File: src/rtl/sprite_line_renderer.sv
// rtl/sprite_line_renderer.sv - per-scanline sprite stage; optional vertical flip under SPRITE_VFLIP_EN
module sprite_line_renderer #(
    parameter int NUM_SPR = 32,
    parameter int LINE_W  = 640,
    parameter int V_LAST  = 524
) (
    input  logic        clk,
    input  logic        reset,
    input  logic        sprite_start,
    input  logic [9:0]  vcount,
    input  logic        spr_wr_en,
    input  logic [4:0]  spr_wr_idx,
    input  logic [31:0] spr_wr_data,
    output logic [15:0] rom_addr,
    input  logic [15:0] rom_data,
    output logic [9:0]  sprite_pixel_col,
    output logic [15:0] sprite_pixel_data,
    output logic        wren_pixel_draw,
    output logic        done
);

    typedef enum logic [2:0] {
        S_IDLE,
        S_SCAN,
        S_FETCH,
        S_DRAIN,
        S_FIN
    } state_t;

    state_t state_q, state_d;

    // Attribute table
    logic [31:0] tbl_q [NUM_SPR];

    // Render control
    logic [9:0]  tgt_q;
    logic [4:0]  idx_q;
    logic [3:0]  cnt_q;
    logic        done_q;

    // Working copy of the sprite being fetched, isolated from host writes
    logic [7:0]  w_frame_q;
    logic [3:0]  w_row_q;
    logic        w_hflip_q;
    logic [9:0]  w_x_q;

    // One-stage write pipeline aligned with ROM read latency
    logic        pipe_valid_q;
    logic [10:0] pipe_col_q;

    // Scan-time combinational values
    logic [31:0] cur_attr;
    logic [9:0]  row_full;
    logic [3:0]  row_sel;
    logic        hit;
    logic [9:0]  tgt_next;

    // Host writes land in the table one cycle after the strobe; reset disables every entry
    always_ff @(posedge clk or posedge reset) begin
        if (reset) begin
            for (int i = 0; i < NUM_SPR; i++) begin
                tbl_q[i] <= '0;
            end
        end else if (spr_wr_en) begin
            tbl_q[spr_wr_idx] <= spr_wr_data;
        end
    end

    // Hit test for the entry under scan; the row difference wraps in 10 bits on purpose
    always_comb begin
        cur_attr = tbl_q[idx_q];
        row_full = tgt_q - cur_attr[19:10];
        hit      = cur_attr[31] && (row_full[9:4] == 6'd0);
`ifdef SPRITE_VFLIP_EN
        row_sel  = cur_attr[9] ? (4'd15 - row_full[3:0]) : row_full[3:0];
`else
        row_sel  = row_full[3:0];
`endif
        tgt_next = (vcount == 10'(V_LAST)) ? 10'd0 : vcount + 10'd1;
    end

`ifdef SPRITE_VFLIP_EN
    logic unused_attr_bits;
    assign unused_attr_bits = cur_attr[8];
`else
    logic unused_attr_bits;
    assign unused_attr_bits = ^cur_attr[9:8];
`endif

    // State register; reset aborts any render in progress
    always_ff @(posedge clk or posedge reset) begin
        if (reset) begin
            state_q <= S_IDLE;
        end else begin
            state_q <= state_d;
        end
    end

    // Next-state logic: scan entries high to low, fetch 16 pixels per hit, drain the last write
    always_comb begin
        state_d = state_q;
        case (state_q)
            S_IDLE: begin
                if (sprite_start) begin
                    state_d = S_SCAN;
                end
            end
            S_SCAN: begin
                if (hit) begin
                    state_d = S_FETCH;
                end else if (idx_q == 5'd0) begin
                    state_d = S_FIN;
                end
            end
            S_FETCH: begin
                if (cnt_q == 4'd15) begin
                    state_d = S_DRAIN;
                end
            end
            S_DRAIN: begin
                state_d = (idx_q == 5'd0) ? S_FIN : S_SCAN;
            end
            S_FIN: begin
                state_d = S_IDLE;
            end
            default: begin
                state_d = S_IDLE;
            end
        endcase
    end

    // Render datapath: target line, entry index, pixel counter, working copy and done level
    always_ff @(posedge clk or posedge reset) begin
        if (reset) begin
            tgt_q     <= '0;
            idx_q     <= '0;
            cnt_q     <= '0;
            done_q    <= 1'b1;
            w_frame_q <= '0;
            w_row_q   <= '0;
            w_hflip_q <= 1'b0;
            w_x_q     <= '0;
        end else begin
            case (state_q)
                S_IDLE: begin
                    if (sprite_start) begin
                        tgt_q  <= tgt_next;
                        idx_q  <= 5'(NUM_SPR - 1);
                        done_q <= 1'b0;
                    end
                end
                S_SCAN: begin
                    if (hit) begin
                        cnt_q     <= 4'd0;
                        w_frame_q <= cur_attr[7:0];
                        w_row_q   <= row_sel;
                        w_hflip_q <= cur_attr[30];
                        w_x_q     <= cur_attr[29:20];
                    end else if (idx_q != 5'd0) begin
                        idx_q <= idx_q - 5'd1;
                    end
                end
                S_FETCH: begin
                    cnt_q <= cnt_q + 4'd1;
                end
                S_DRAIN: begin
                    if (idx_q != 5'd0) begin
                        idx_q <= idx_q - 5'd1;
                    end
                end
                S_FIN: begin
                    done_q <= 1'b1;
                end
                default: begin
                    done_q <= 1'b1;
                end
            endcase
        end
    end

    // Carry each fetch's column forward one cycle to meet the ROM data
    always_ff @(posedge clk or posedge reset) begin
        if (reset) begin
            pipe_valid_q <= 1'b0;
            pipe_col_q   <= '0;
        end else begin
            pipe_valid_q <= (state_q == S_FETCH);
            pipe_col_q   <= {1'b0, w_x_q} + {7'd0, cnt_q};
        end
    end

    // Outputs: ROM address during fetch, clipped and transparency-masked line buffer write
    always_comb begin
        rom_addr = 16'd0;
        if (state_q == S_FETCH) begin
            rom_addr = {w_frame_q, w_row_q, (w_hflip_q ? ~cnt_q : cnt_q)};
        end
        wren_pixel_draw   = pipe_valid_q && !rom_data[15] && (pipe_col_q < 11'(LINE_W));
        sprite_pixel_data = pipe_valid_q ? rom_data : 16'd0;
        sprite_pixel_col  = pipe_col_q[9:0];
        done              = done_q;
    end

endmodule

File: config.mk
export PLATFORM = sky130hd
export DESIGN_NAME = sprite_line_renderer
export DESIGN_NICKNAME = d
export VERILOG_FILES = /design/src/rtl/sprite_line_renderer.sv
export SDC_FILE = /design/constraint.sdc
export NUM_CORES = 2
export LEC_CHECK = 0
export CORE_MARGIN = 4
export CORE_UTILIZATION = 30
export CTS_CLUSTER_SIZE = 16
export DETAILED_ROUTE_END_ITERATION = 10
export DONT_BUFFER_PORTS = 1
export PLACE_DENSITY = 0.48
export SLEW_MARGIN = 20
export SYNTH_ARGS = -nofsm -noshare
export SYNTH_HDL_FRONTEND = slang
export SYNTH_SLANG_ARGS = --single-unit
File: constraint.sdc
create_clock -name clk -period 70.4 [get_ports clk]
set_clock_uncertainty 0.15 [all_clocks]
set_input_delay 14.08 -clock clk [delete_from_list [all_inputs] [get_ports clk]]
set_output_delay 14.08 -clock clk [all_outputs]
set_load 0.02 [all_outputs]
==> qor.log <==
INFO  place          place.gp.congestion=0.735
INFO  die            die_width=403um
INFO  setup_path     endpoint_kind=primary output
INFO  clock_tree     cts_tree=built
INFO  die            initial_core_util=30.3%
INFO  setup_path     worstPathCellList=nor2_1, and3_1
INFO  synthesis      synthArstFlopShare=100%
INFO  layout         final-instance-count-excl-fill=5,024
INFO  drt            detail_route.wirelength=137mm
INFO  synthesis      sequential_fraction_of_the_synthesis_area=54.5%
INFO  global_routing grt_pass1_wl=200mm
INFO  layout         fin_nets=2,969
INFO  clock_tree     cts_repair_resize_count=0
INFO  drt            antenna_left=0
INFO  clock_tree     clockRootBuffer=sky130_fd_sc_hd__clkbuf_16
INFO  synthesis      simple_gate_area_share_of_the_yosys_netlist=2.45%
INFO  synthesis      synth.mux.area_fraction=37.8%
INFO  synthesis      synth_area_per_cell=15.7um2
INFO  timing         max-slew-margin-rel=23.0%
INFO  global_routing grt_pass1_vias=28,693
INFO  global_routing globalRouteOverflowTotal=0
INFO  clock_tree     clk_pin_slew=50ps
INFO  drt            wl_per_cell=27.2um
INFO  power_and_ir_drop ir_drop_worst_case_vdd=0.0210mV
INFO  layout         ff_latch_area=25,500um2
INFO  clock_tree     clock-sinks=1,018
INFO  synthesis      ys_dominant_reg_cell=sky130_fd_sc_hd__dfrtp_1
INFO  timing         final.period_utilization=40.7%
INFO  timing         timing.final.hold_violations=0
INFO  clock_tree     cts_hold_buffers=0
INFO  setup_path     cp_data_arrival_time=14,440ps
INFO  setup_path     cp.required=56,170ps
INFO  die            floorplan.rows=144
INFO  layout         multi_input_area=20,200um2
INFO  layout         layout-area-overhead-vs-synth=12.6%
INFO  die            core_area=155,000um2
INFO  timing         grt_setup_unrepaired=no
INFO  die            dieArea=162,000um2
INFO  timing         worst_slew_pin_slew=1120ps
INFO  drt            detailroute.via_count=26,066
INFO  timing         final_period_demand_of_the_worst_path=28,670ps
INFO  setup_path     worst_setup_path_start_kind=input pin
INFO  power_and_ir_drop power_density=37.8nW/um2
INFO  power_and_ir_drop total_leakage_power=23.0nW
INFO  setup_path     path_class=input pin to primary output
INFO  place          numPortBuffers=0
INFO  synthesis      ys_seq_elements=1,018
INFO  synthesis      area_share_of_xor_xnor_cells_in_the_synthesized_design=0.468%
INFO  global_routing pin_count_of_the_biggest_net_entering_global_routing=164
INFO  die            top_level_ports=111
INFO  setup_path     critical-path-top-delay-family=simple AND/OR/NAND/NOR gates
INFO  synthesis      synth-adder-area-share=0.567%
INFO  layout         finish.utilization=34.1%
INFO  global_routing grt_antenna_before_repair=1
INFO  setup_path     timing.critical_path.slowest_stage_cell=sky130_fd_sc_hd__and3_1
INFO  run_status     result_of_the_run=finished clean
INFO  synthesis      synth-compound-area-share=1.45%
INFO  layout         layout.filler_cells=14,699
INFO  drt            met2_wirelength=64.1mm
INFO  layout         finalInstanceArea=52,700um2
INFO  global_routing gr-usage-all-layers=16.8%
INFO  clock_tree     numCtsBuffers=113
INFO  synthesis      syn-num-nets=3,076
INFO  job            max-cap-violations=0
INFO  timing         final-setup-viol-count=0
INFO  timing         drv_slew=0
INFO  drt            first_iter_violations=1,793
INFO  clock_tree     postCtsSetupBuffers=0
INFO  timing         tns=0ps
INFO  place          dp_hpwl=77.1mm
INFO  drt            detail_route.vias_per_cell=5.19
INFO  min_path       holdCritPathClass=flip-flop to flip-flop
INFO  drt            highest_signal_layer=met4
INFO  layout         share_of_cells_above_drive_strength_1=51.8%
INFO  timing         timing.fmax=34.9MHz
INFO  drt            drt_first_pass_iters=5
INFO  synthesis      largest_family_of_logic_cells_by_synthesized_area=multiplexers
INFO  synthesis      yosys_warnings=0
INFO  setup_path     critical_path.n_buffers_inverters=0
INFO  synthesis      synth-edff-count=0
INFO  die            dieHeight=403um
INFO  synthesis      count_of_cell_types_in_the_netlist=62
INFO  place          placed_area=48,800um2
INFO  setup_path     max_stage_delay=290ps
INFO  clock_tree     max-clock-path-buffers=3
INFO  drt            wl_met1=61.2mm
INFO  setup_path     crit_path_max_fanout=2
INFO  drt            wl_met3=7.67mm
INFO  synthesis      post_synth_inst_count=2,989
INFO  place          cell_total_after_placement=4,811
INFO  drt            drc=0
INFO  clock_tree     source_to_sink_clock_delay_at_the_later_pin_of_the_worst_skew_pair=730ps
INFO  synthesis      synth.cell_area=46,800um2
INFO  clock_tree     clock_tree.htree_level_count=3
==> metal layers <==
metal / track usage, % / up-vias
met5: 0 / -
met4: 4.82 / 0
met3: 3.99 / 184
met2: 26.9 / 579
met1: 22.8 / 14456
li1: - / 10847
==> path summary, 6_finish.rpt <==
| check | from | endpoint | slack [ps] | cells past startpoint |
|---|---|---|---|---|
| max reg2reg | idx_q[0]$_DFFE_PP0P_ | idx_q[2]$_DFFE_PP0P_ | 63810 | 16 |
| min | w_frame_q[1]$_DFFE_PP0P_ | w_frame_q[1]$_DFFE_PP0P_ | 340 | 2 |
| min reg2reg | w_frame_q[1]$_DFFE_PP0P_ | w_frame_q[1]$_DFFE_PP0P_ | 340 | 2 |
| max in group asynchronous | reset | idx_q[2]$_DFFE_PP0P_ | 52850 | 5 |
| min in group asynchronous | reset | tbl_q[710]$_DFFE_PP0P_ | 13220 | 1 |
| max | rom_data[15] | wren_pixel_draw | 41730 | 2 |
==> state kept, by name (all words and copies together) (netlist names) <==
name	cells
cnt_q	4
done	1
idx_q	5
pipe_col_q	11
pipe_valid_q	1
state_q	3
tbl_q	960
tgt_q	10
w_frame_q	8
w_hflip_q	1
w_row_q	4
w_x_q	10
==> Yosys cell counts, drive strengths merged (11+ instances only) <==
| cell | instances | share of area, % |
|---|---|---|
| mux2 | 962 | 23 |
| and3 | 18 | 0.24 |
| o21ai | 44 | 0.47 |
| mux4 | 280 | 13 |
| buf | 121 | 1.3 |
| xnor2 | 14 | 0.26 |
| xor2 | 11 | 0.21 |
| clkbuf | 161 | 1.3 |
| nor2b | 11 | 0.15 |
| nand3 | 19 | 0.20 |
| inv | 18 | 0.14 |
| ha | 18 | 0.48 |
| nor2 | 35 | 0.28 |
| and2 | 21 | 0.29 |
| dfrtp | 1017 | 54 |
| mux2i | 56 | 1.2 |
| nand2 | 84 | 0.67 |
==> stage by stage <==
step | total power [mW] | hold WS [ps] | worst slack [ps]
finish | 1.99 | 342 | 41730
global route | 2.09 | 351 | 41720
global placement | 1.38 | 323 | 41720
floorplan | 1.24 | 292 | 27530
detailed placement | 1.40 | 323 | 41730
CTS | 2.02 | 342 | 41730
==> logic make-up after synthesis <==
group	Yosys count
AOI/OAI and AO/OA	99
buffers and inverters	300
and+or+nand+nor	229
muxes	1298
xor gates and xnor gates	25
adders and majority gates	20
DFF	1018
==> layout make-up <==
type                       count  area share (%)
clock inverter                34           0.762
sequential                  1018            48.4
tap                         2044            4.85
antenna                        2         0.00950
clock buffer                 177            6.65
inverter                      18           0.147
timing repair buffer          60           0.914
multi-input combinational   1671            38.3
==> cells in the final DEF (no fill, tap or decap), types with 3 or more instances in the layout <==
| cell type | instances |
|---|---|
| sky130_fd_sc_hd__a21oi_1 | 7 |
| sky130_fd_sc_hd__nand2b_1 | 4 |
| sky130_fd_sc_hd__a21o_1 | 4 |
| sky130_fd_sc_hd__nand3_1 | 19 |
| sky130_fd_sc_hd__o21ai_1 | 21 |
| sky130_fd_sc_hd__nor2b_1 | 11 |
| sky130_fd_sc_hd__and3_1 | 18 |
| sky130_fd_sc_hd__clkbuf_16 | 115 |
| sky130_fd_sc_hd__bufinv_16 | 7 |
| sky130_fd_sc_hd__nor3_1 | 5 |
| sky130_fd_sc_hd__ha_1 | 18 |
| sky130_fd_sc_hd__nand4_1 | 8 |
| sky130_fd_sc_hd__nand2_2 | 16 |
| sky130_fd_sc_hd__nor3b_1 | 8 |
| sky130_fd_sc_hd__nand2_1 | 68 |
| sky130_fd_sc_hd__nand3b_1 | 4 |
| sky130_fd_sc_hd__clkbuf_8 | 39 |
| sky130_fd_sc_hd__xor2_1 | 11 |
| sky130_fd_sc_hd__nor2_1 | 18 |
| sky130_fd_sc_hd__dfrtp_4 | 3 |
| sky130_fd_sc_hd__clkinv_2 | 20 |
| sky130_fd_sc_hd__inv_1 | 14 |
| sky130_fd_sc_hd__mux2_2 | 962 |
| sky130_fd_sc_hd__and2_1 | 20 |
| sky130_fd_sc_hd__a211oi_1 | 5 |
| sky130_fd_sc_hd__xnor2_1 | 14 |
| sky130_fd_sc_hd__mux2i_1 | 56 |
| sky130_fd_sc_hd__o21ai_0 | 23 |
| sky130_fd_sc_hd__nor2_4 | 16 |
| sky130_fd_sc_hd__buf_4 | 54 |
| sky130_fd_sc_hd__o21a_1 | 7 |
| sky130_fd_sc_hd__clkbuf_1 | 23 |
| sky130_fd_sc_hd__mux4_2 | 280 |
| sky130_fd_sc_hd__dfrtp_1 | 1014 |
| sky130_fd_sc_hd__a22oi_1 | 8 |
| sky130_fd_sc_hd__buf_6 | 5 |
==> where the power goes <==
group          switching, mW  leakage [nW]  internal, mW  total [mW]
logic                  0.279          8.02         0.323       0.602
clock network          0.243          1.94         0.366       0.609
registers             0.0796          13.0         0.700       0.780
total                  0.602          23.0          1.39        1.99
==> worst min-delay path: stages, from the launching register on <==
cell,delay (ps)
sky130_fd_sc_hd__dfrtp_1,340
sky130_fd_sc_hd__nand2_1,50
sky130_fd_sc_hd__o21ai_1,60
Power figures use the tool's default switching activity.
